$ cat src/rtl/ps2_key_decoder_pkg.sv
// ps2_pkg: shared scancode constants, byte FSM states and the scancode-to-ASCII map.
// Contents: BREAK_CODE, EXT_CODE, state_t and scan2ascii (0x00 for unmapped codes).
package ps2_pkg;
  localparam logic [7:0] BREAK_CODE = 8'hF0;
  localparam logic [7:0] EXT_CODE = 8'hE0;
  typedef enum logic [1:0] {IDLE, BRK, EXT, EXT_BRK} state_t;
  function automatic logic [7:0] scan2ascii(input logic [7:0] code);
    logic [7:0] a;
    case (code)
      8'h16: a = "1";
      8'h1E: a = "2";
      8'h26: a = "3";
      8'h25: a = "4";
      8'h2E: a = "5";
      8'h36: a = "6";
      8'h3D: a = "7";
      8'h15: a = "q";
      8'h1D: a = "w";
      8'h24: a = "e";
      8'h2D: a = "r";
      8'h2C: a = "t";
      8'h35: a = "y";
      8'h3C: a = "u";
      8'h1C: a = "a";
      8'h1B: a = "s";
      8'h23: a = "d";
      8'h2B: a = "f";
      8'h34: a = "g";
      8'h33: a = "h";
      8'h3B: a = "j";
      default: a = 8'h00;
    endcase
    return a;
  endfunction
endpackage

$ cat src/rtl/ps2_key_decoder_if.sv
// ps2_key_decoder_if: PS/2 pins plus decoded key outputs.
// Signals: ps2_clk/ps2_data (raw pins), ps2_asci (held key), key_valid and frame_err pulses.
// slave is the decoder side, master is the keyboard/consumer side.
interface ps2_key_decoder_if;
  logic ps2_clk;
  logic ps2_data;
  logic [7:0] ps2_asci;
  logic key_valid;
  logic frame_err;
  modport master(output ps2_clk, ps2_data, input ps2_asci, key_valid, frame_err);
  modport slave(input ps2_clk, ps2_data, output ps2_asci, key_valid, frame_err);
endinterface

$ cat src/rtl/ps2_rx_frame.sv
// ps2_rx_frame: synchronises the PS/2 pins and receives 11-bit frames with watchdog.
// Ports: clk_5MHz, rst, ps2_clk_i, ps2_data_i in; rx_byte_o with one-cycle rx_strobe_o
// on a good frame, rx_err_o one-cycle pulse on a bad or timed-out frame.
module ps2_rx_frame #(
  parameter int TIMEOUT_CYC = 2500,
  parameter int SYNC_STAGES = 2
) (
  input  logic       clk_5MHz,
  input  logic       rst,
  input  logic       ps2_clk_i,
  input  logic       ps2_data_i,
  output logic [7:0] rx_byte_o,
  output logic       rx_strobe_o,
  output logic       rx_err_o
);
  localparam int WD_W = $clog2(TIMEOUT_CYC);
  logic [SYNC_STAGES-1:0] clk_sync_q, data_sync_q;
  logic clk_prev_q, strobe_q, err_q;
  logic [3:0] cnt_q;
  logic [9:0] sr_q;
  logic [7:0] byte_q;
  logic [WD_W-1:0] wd_q;
  logic fall, bit_s, last, frame_ok, timeout;
  assign fall = clk_prev_q & ~clk_sync_q[SYNC_STAGES-1];
  assign bit_s = data_sync_q[SYNC_STAGES-1];
  assign last = cnt_q == 4'd10;
  // sr_q holds start, d0..d7, parity; the stop bit is the sample taken on this edge
  assign frame_ok = ~sr_q[0] & bit_s & ^sr_q[9:1];
  assign timeout = ~fall && cnt_q != 4'd0 && wd_q == WD_W'(TIMEOUT_CYC - 1);
  always_ff @(posedge clk_5MHz) begin
    if (rst) begin
      clk_sync_q <= '1;
      data_sync_q <= '1;
      clk_prev_q <= 1'b1;
      cnt_q <= '0;
      sr_q <= '0;
      wd_q <= '0;
      byte_q <= '0;
      strobe_q <= 1'b0;
      err_q <= 1'b0;
    end else begin
      clk_sync_q <= {clk_sync_q[SYNC_STAGES-2:0], ps2_clk_i};
      data_sync_q <= {data_sync_q[SYNC_STAGES-2:0], ps2_data_i};
      clk_prev_q <= clk_sync_q[SYNC_STAGES-1];
      strobe_q <= fall & last & frame_ok;
      err_q <= (fall & last & ~frame_ok) | timeout;
      if (fall & last) byte_q <= sr_q[8:1];
      sr_q <= fall ? {bit_s, sr_q[9:1]} : sr_q;
      cnt_q <= (timeout || (fall && last)) ? 4'd0 : fall ? cnt_q + 4'd1 : cnt_q;
      wd_q <= (fall || cnt_q == 4'd0 || timeout) ? '0 : wd_q + 1'b1;
    end
  end
  assign rx_byte_o = byte_q;
  assign rx_strobe_o = strobe_q;
  assign rx_err_o = err_q;
endmodule

$ cat src/rtl/ps2_key_decoder.sv
// ps2_key_decoder: decodes PS/2 make/break scancodes into the ASCII of the held piano key.
// Ports: clk_5MHz, rst, bus (slave: ps2_clk/ps2_data in; ps2_asci, key_valid, frame_err out).
module ps2_key_decoder
  import ps2_pkg::*;
#(
  parameter int TIMEOUT_CYC = 2500,
  parameter int SYNC_STAGES = 2
) (
  input logic clk_5MHz,
  input logic rst,
  ps2_key_decoder_if.slave bus
);
  logic [7:0] rx_byte, code, asci_q;
  logic rx_strobe, rx_err, kv_q, err_q;
  state_t state_q;
  ps2_rx_frame #(.TIMEOUT_CYC(TIMEOUT_CYC), .SYNC_STAGES(SYNC_STAGES)) u_rx (
    .clk_5MHz(clk_5MHz),
    .rst(rst),
    .ps2_clk_i(bus.ps2_clk),
    .ps2_data_i(bus.ps2_data),
    .rx_byte_o(rx_byte),
    .rx_strobe_o(rx_strobe),
    .rx_err_o(rx_err)
  );
  assign code = scan2ascii(rx_byte);
  always_ff @(posedge clk_5MHz) begin
    if (rst) begin
      state_q <= IDLE;
      asci_q <= '0;
      kv_q <= 1'b0;
      err_q <= 1'b0;
    end else begin
      err_q <= rx_err;
      kv_q <= 1'b0;
      if (rx_err) state_q <= IDLE;
      else if (rx_strobe) begin
        if (rx_byte == EXT_CODE) state_q <= EXT;
        else if (rx_byte == BREAK_CODE) state_q <= (state_q == EXT || state_q == EXT_BRK) ? EXT_BRK : BRK;
        else begin
          state_q <= IDLE;
          // repeats of the held key and breaks of other keys leave the output alone
          if (state_q == IDLE && code != 8'h00 && code != asci_q) begin
            asci_q <= code;
            kv_q <= 1'b1;
          end else if (state_q == BRK && asci_q != 8'h00 && code == asci_q) begin
            asci_q <= 8'h00;
            kv_q <= 1'b1;
          end
        end
      end
    end
  end
  assign bus.ps2_asci = asci_q;
  assign bus.key_valid = kv_q;
  assign bus.frame_err = err_q;
endmodule

$ cat src/flat_wrapper.sv
// flat-port wrapper written by rule: the top's interface ports become plain ports
module ps2_key_decoder_flat import ps2_pkg::*;
#(
  parameter int TIMEOUT_CYC = 2500,
  parameter int SYNC_STAGES = 2
)
  (clk_5MHz, rst, bus_ps2_clk, bus_ps2_data, bus_ps2_asci, bus_key_valid, bus_frame_err);
  ps2_key_decoder_if bus_i ();
  input logic clk_5MHz;
  input logic rst;
  input wire logic [$bits(bus_i.ps2_clk)-1:0] bus_ps2_clk;
  input wire logic [$bits(bus_i.ps2_data)-1:0] bus_ps2_data;
  output wire logic [$bits(bus_i.ps2_asci)-1:0] bus_ps2_asci;
  output wire logic [$bits(bus_i.key_valid)-1:0] bus_key_valid;
  output wire logic [$bits(bus_i.frame_err)-1:0] bus_frame_err;
  assign bus_i.ps2_clk = bus_ps2_clk;
  assign bus_i.ps2_data = bus_ps2_data;
  assign bus_ps2_asci = bus_i.ps2_asci;
  assign bus_key_valid = bus_i.key_valid;
  assign bus_frame_err = bus_i.frame_err;
  ps2_key_decoder #(.TIMEOUT_CYC(TIMEOUT_CYC), .SYNC_STAGES(SYNC_STAGES)) u_core (.clk_5MHz(clk_5MHz), .rst(rst), .bus(bus_i));
endmodule
$ cat config.mk
export PLATFORM = sky130hd
export DESIGN_NAME = ps2_key_decoder_flat
export DESIGN_NICKNAME = d
export VERILOG_FILES = /design/src/rtl/ps2_key_decoder_pkg.sv /design/src/rtl/ps2_key_decoder_if.sv /design/src/rtl/ps2_rx_frame.sv /design/src/rtl/ps2_key_decoder.sv /design/src/flat_wrapper.sv
export SDC_FILE = /design/constraint.sdc
export NUM_CORES = 1
export LEC_CHECK = 0
export CAP_MARGIN = 20
export CORE_UTILIZATION = 54
export CTS_CLUSTER_DIAMETER = 200
export CTS_CLUSTER_SIZE = 8
export DETAILED_ROUTE_END_ITERATION = 6
export GPL_ROUTABILITY_DRIVEN = 0
export PLACE_DENSITY = 0.73
export SLEW_MARGIN = 20
export SYNTH_ARGS = -nofsm -noshare
export SYNTH_HDL_FRONTEND = slang
export SYNTH_SLANG_ARGS = --single-unit
$ cat constraint.sdc
create_clock -name clk_5MHz -period 2.8 [get_ports clk_5MHz]
set_input_delay 0.42 -clock clk_5MHz [delete_from_list [all_inputs] [get_ports clk_5MHz]]
set_output_delay 0.42 -clock clk_5MHz [all_outputs]
set_load 0.1 [all_outputs]
After elaboration in Yosys (flattened, before gate mapping)
Memory sizes are Yosys's and may differ from the RTL's. A register that Yosys moved wholly into a read port is not among the register bits. Cells that the tools add are included.

Memory bits (read-only): 448. Output and inout bits: 10. Memories: 1. Bits of input ports: 4. Register bits after elaboration: 53.

$add $sub $neg: 2. Bitwise gates (word level): 15. Muxes and demuxes: 10. Eq/ne operators: 9. Reductions and logical operators: 24.

Memory list: (no name shown) (depth 64, width 7, rd ports 1, clocked after memory_dff 1, wr ports 0, line ps2_key_decoder_pkg.sv:9) `case (code)`.

Operators with widths (number): two-way mux 8 bit (3); equality test 8 bit, second input constant (2); nonzero test 8 bit (2); adder 12 x 1 -> 12 bit, second input constant (1); equality test 12 bit, second input constant (1); two-way mux 6 bit (2); parity 9 bit (1); equality test 8 bit (1); inequality test 8 bit (1); inverter 1 bit (8); logical AND 1 bit (7); AND 1 bit (6); two-way mux 2 bit (3); OR reduction 2 bit (3); AND reduction 5 bit (1); OR reduction 5 bit (1); adder 4 x 1 -> 4 bit, second input constant (1); equality test 2 bit, second input constant (2); equality test 4 bit, second input constant (1); zero test 2 bit (2); zero test 4 bit (1); logical OR 1 bit (4); nonzero test 4 bit (1); equality test 2 x 1 -> 1 bit, second input constant (1); 3 further kinds (4).

Longest topological paths before layout
Word-level depth: 7. Mapped depth: 12. Mapped depth without buffers: 11.

Cells and area by module
A second synthesis with hierarchy kept.

Cells, all modules: 346. Area total of the unflattened synthesis: 3001.6 sq um.

Modules (own cells, without submodules): ps2_rx_frame (cells an instance 174, instances 1, area each 1660.3 sq um); ps2_key_decoder (cells an instance 172, instances 1, area each 1341.3 sq um).

Worst setup path after synthesis
OpenSTA, ideal clock, no wires.

Path type: register to register. Start point: register u_core.u_rx.cnt_q[0]. End point: register with a tool-made name. Buffers on the path: 1. Slack: 242 ps. Data arrival time: 2436 ps. Cell stages (with the launch flop): 13. Data required time: 2678 ps. Period minus slack after synthesis: 2558 ps. Cells stage by stage: dfxtp_1 -> inv_1 -> ha_1 -> inv_1 -> nor2_1 -> clkbuf_1 -> nand2_1 -> a21oi_1 -> inv_1 -> ha_1 -> and2_1 -> o22a_1 -> o311a_1.

RTL lines: start, declared (line ps2_rx_frame.sv:19) `logic [3:0] cnt_q;`; start signal, assigned (line ps2_rx_frame.sv:49) `cnt_q <= (timeout || (fall && last)) ? 4'd0 : fall ? cnt_q + 4'd1 : cnt_q;`.

==> impl_metrics.csv <==
group,metric,value,unit
status,status,"finished clean",
clock_network,cts_tree,"done",
die,num_rows,26,
sta,final_max_slew_viol_count,0,
finish,final_core_util,64.3,%
grt,grtUsageTotal,23.4,%
yosys,muxShareOfSynthArea,1.55,%
yosys,synth_simple_gate_area_share,25.2,%
finish,fillers,449,
sta,rsz0062_at_grt,"no",
yosys,yosysSeqAreaShare,39.5,%
grt,grt_overflow,0,
pwr,ir_drop,0.215,mV
yosys,ys_ff_latch,59,
setup_path,cp-end-kind,"flip-flop",
routing,drt-vias-per-instance,5.82,
clock_network,cts.sinks,59,
routing,dr_total_vias,2602,
finish,final_net_count,386,
routing,routed_wire_length_per_instance,14.3,µm
yosys,synth-edff-count,0,
min_path,hp-class,"reg -> reg",
clock_network,root_buffer,"clkbuf_8",
placement,dp.final_hpwl,4520,µm
sta,setup_viol,0,
clock_network,clk_latency,0.34,ns
yosys,synth_common_cells,"dfxtp_1 (59), nand2_1 (48), a21oi_1 (32), nor2_1 (32)",
sta,period_share,88.9,%
finish,antenna_cells,0,
yosys,synth_area_per_cell,8.41,µm²
yosys,synthAdderAreaFrac,3.76,%
setup_path,worstPathArrival,2.77,ns
die,core_area,5240,µm²
routing,ant_nets,0,
yosys,syn-num-nets,369,
yosys,synth_xor_area_share,7.78,%
sta,hold_violations,0,
yosys,yosys_warnings,0,
sta,setup-tns-final,0,ns
yosys,synth-main-ff-cell,"dfxtp_1",
die,die-area,5840,µm²
setup_path,start_kind,"flip-flop",
grt,grt_pass1_vias,2346,
clock_network,ctsHoldBuffers,0,
yosys,ys_types,60,
clock_network,cts_setup_buffers,0,
yosys,async_reset_ff_share,0,%
setup_path,critical_path_required,3.08,ns
yosys,netlist_top_cells_area,"dfxtp_1 (39%), nand2_1 (6.0%), a21oi_1 (5.4%), nor2_1 (4.0%), xor2_1 (3.8%)",
pwr,p_leak,1.26,nW
setup_path,cp_slowest_stage_delay,0.35,ns
yosys,yosysMostFrequentCell,"dfxtp_1",
routing,drc,0,
clock_network,postCtsResizedCells,0,
die,die_y,76.4,µm
die,io_pins,14,
yosys,synth-compound-area-share,18.1,%
sta,fin_skew,0.00907,ns
yosys,yosysTopAreaCellShare,39.5,%
setup_path,critical_path_buf_inv_count,2,
sta,maxSlewHeadroom,65.0,%
grt,grt_max_degree,19,
pwr,power.density,487,nW/µm²
sta,min_period,2.49,ns
setup_path,crit_fanout,6,
run,drv_cap,0,
grt,grt_pass1_wl,10900,µm
yosys,synthCells,356,
clock_network,clk_pin_slew_worst_paths,0.07,ns
setup_path,crit_path_top_delay_cell,"dfxtp_1",
yosys,synth_largest_area_cell,"dfxtp_1",
yosys,syn_area,2990,µm²
clock_network,htreeDepth,3,
routing,dr.first_iter.drc_count,126,
clock_network,cts_buffer_depth,2,
grt,antenna_found_initial,0,
routing,wl,6380,µm
routing,drt_pass1_iterations,5,
sta,clock.fmax,0.402,GHz
clock_network,numCtsBuffers,9,
die,die_w,76.4,µm
finish,drive_gt1_share,14.3,%
yosys,synth_top_family_by_area,"simple AND/OR/NAND/NOR gates",
placement,io_buffers,12,
setup_path,path_cells,"inv_1, ha_1, inv_1, nor2_1, nand2_1, a21oi_1, ha_1, and3_1, nor2_1, o2111ai_1, o311a_1",
finish,syn_to_final_growth,12.5,%
sta,worstMarginPinSlew,0.525,ns
die,start_util,57.1,%
setup_path,cp_top_family,"compound AO/OA/AOI/OAI gates",
setup_path,crit_type,"reg -> reg",
[cell usage in the layout, fill, tap and decap left out, types with 7 or more instances in the layout]
cell / instances
buf_4: 18
xnor2_1: 11
nand2_1: 48
a21oi_1: 32
nand3_1: 13
nor2_1: 32
inv_1: 12
xor2_1: 13
ha_1: 9
nand4_1: 7
clkbuf_8: 9
dfxtp_1: 59
a32o_2: 7
[worst reg2reg max path, stage by stage, from the launching register on]
cell and delay [ns]:
dfxtp_1 0.35, inv_1 0.09, ha_1 0.24, inv_1 0.11
nor2_1 0.19, nand2_1 0.11, a21oi_1 0.31, ha_1 0.33
and3_1 0.24, nor2_1 0.08, o2111ai_1 0.21, o311a_1 0.19
[layout make-up]
class,instances,area [µm²],area share (%)
Clock buffer,10,128,3.79
Clock inverter,5,55.1,1.64
Inverter,15,56.3,1.67
Multi-Input combinational cell,267,1690,50.3
Sequential cell,59,1180,35.1
Tap cell,70,87.6,2.60
Timing Repair Buffer,21,165,4.91
[metal layers]
metal | global-route usage [%] | wire length [µm] | vias to the layer above
met3 | 5.63 | 371 | 16
met5 | 0 | 0 | -
li1 | - | - | 1296
met4 | 11.5 | 128 | 0
met1 | 31.6 | 3090 | 1213
met2 | 34.7 | 2790 | 77
[final timing paths]
path | from | to | slack (ns) | cells past startpoint
worst max-delay path | u_core.u_rx.cnt_q[0] | flip-flop | 0.31 | 11
worst min-delay path | u_core.u_rx.data_sync_q[0] | u_core.u_rx.data_sync_q[1] | 0.41 | 1
worst max register to register | u_core.u_rx.cnt_q[0] | flip-flop | 0.31 | 11
worst min register to register | u_core.u_rx.data_sync_q[0] | u_core.u_rx.data_sync_q[1] | 0.41 | 1
[kinds of logic after synthesis]
logic type / count (synthesis)
xor gates and xnor gates: 25
adders and majority gates: 9
and+or+nand+nor: 149
buffers and inverters: 30
DFF: 59
AOI/OAI and AO/OA: 79
other: 1
muxes: 4
[through the flow]
step	std cells	total power [mW]	hold slack, ns	worst slack, ns	area [µm²]
detailed placement	432	0.914	0.399	0.347	3180
finish	447	1.64	0.408	0.310	3370
CTS	447	1.65	0.409	0.327	3370
global route	447	1.69	0.454	0.00595	3370
global placement	432	0.914	0.407	0.459	3180
floorplan	356	0.901	0.389	0.242	2990
[report_power, final]
group	total (mW)	internal, mW	switching [mW]	leakage (nW)
Sequential	0.849	0.845	0.00453	0.476
Clock	0.744	0.403	0.342	0.0881
Combinational	0.0463	0.0155	0.0308	0.696
Total	1.64	1.26	0.377	1.26
(Power assumes the default switching activity.)
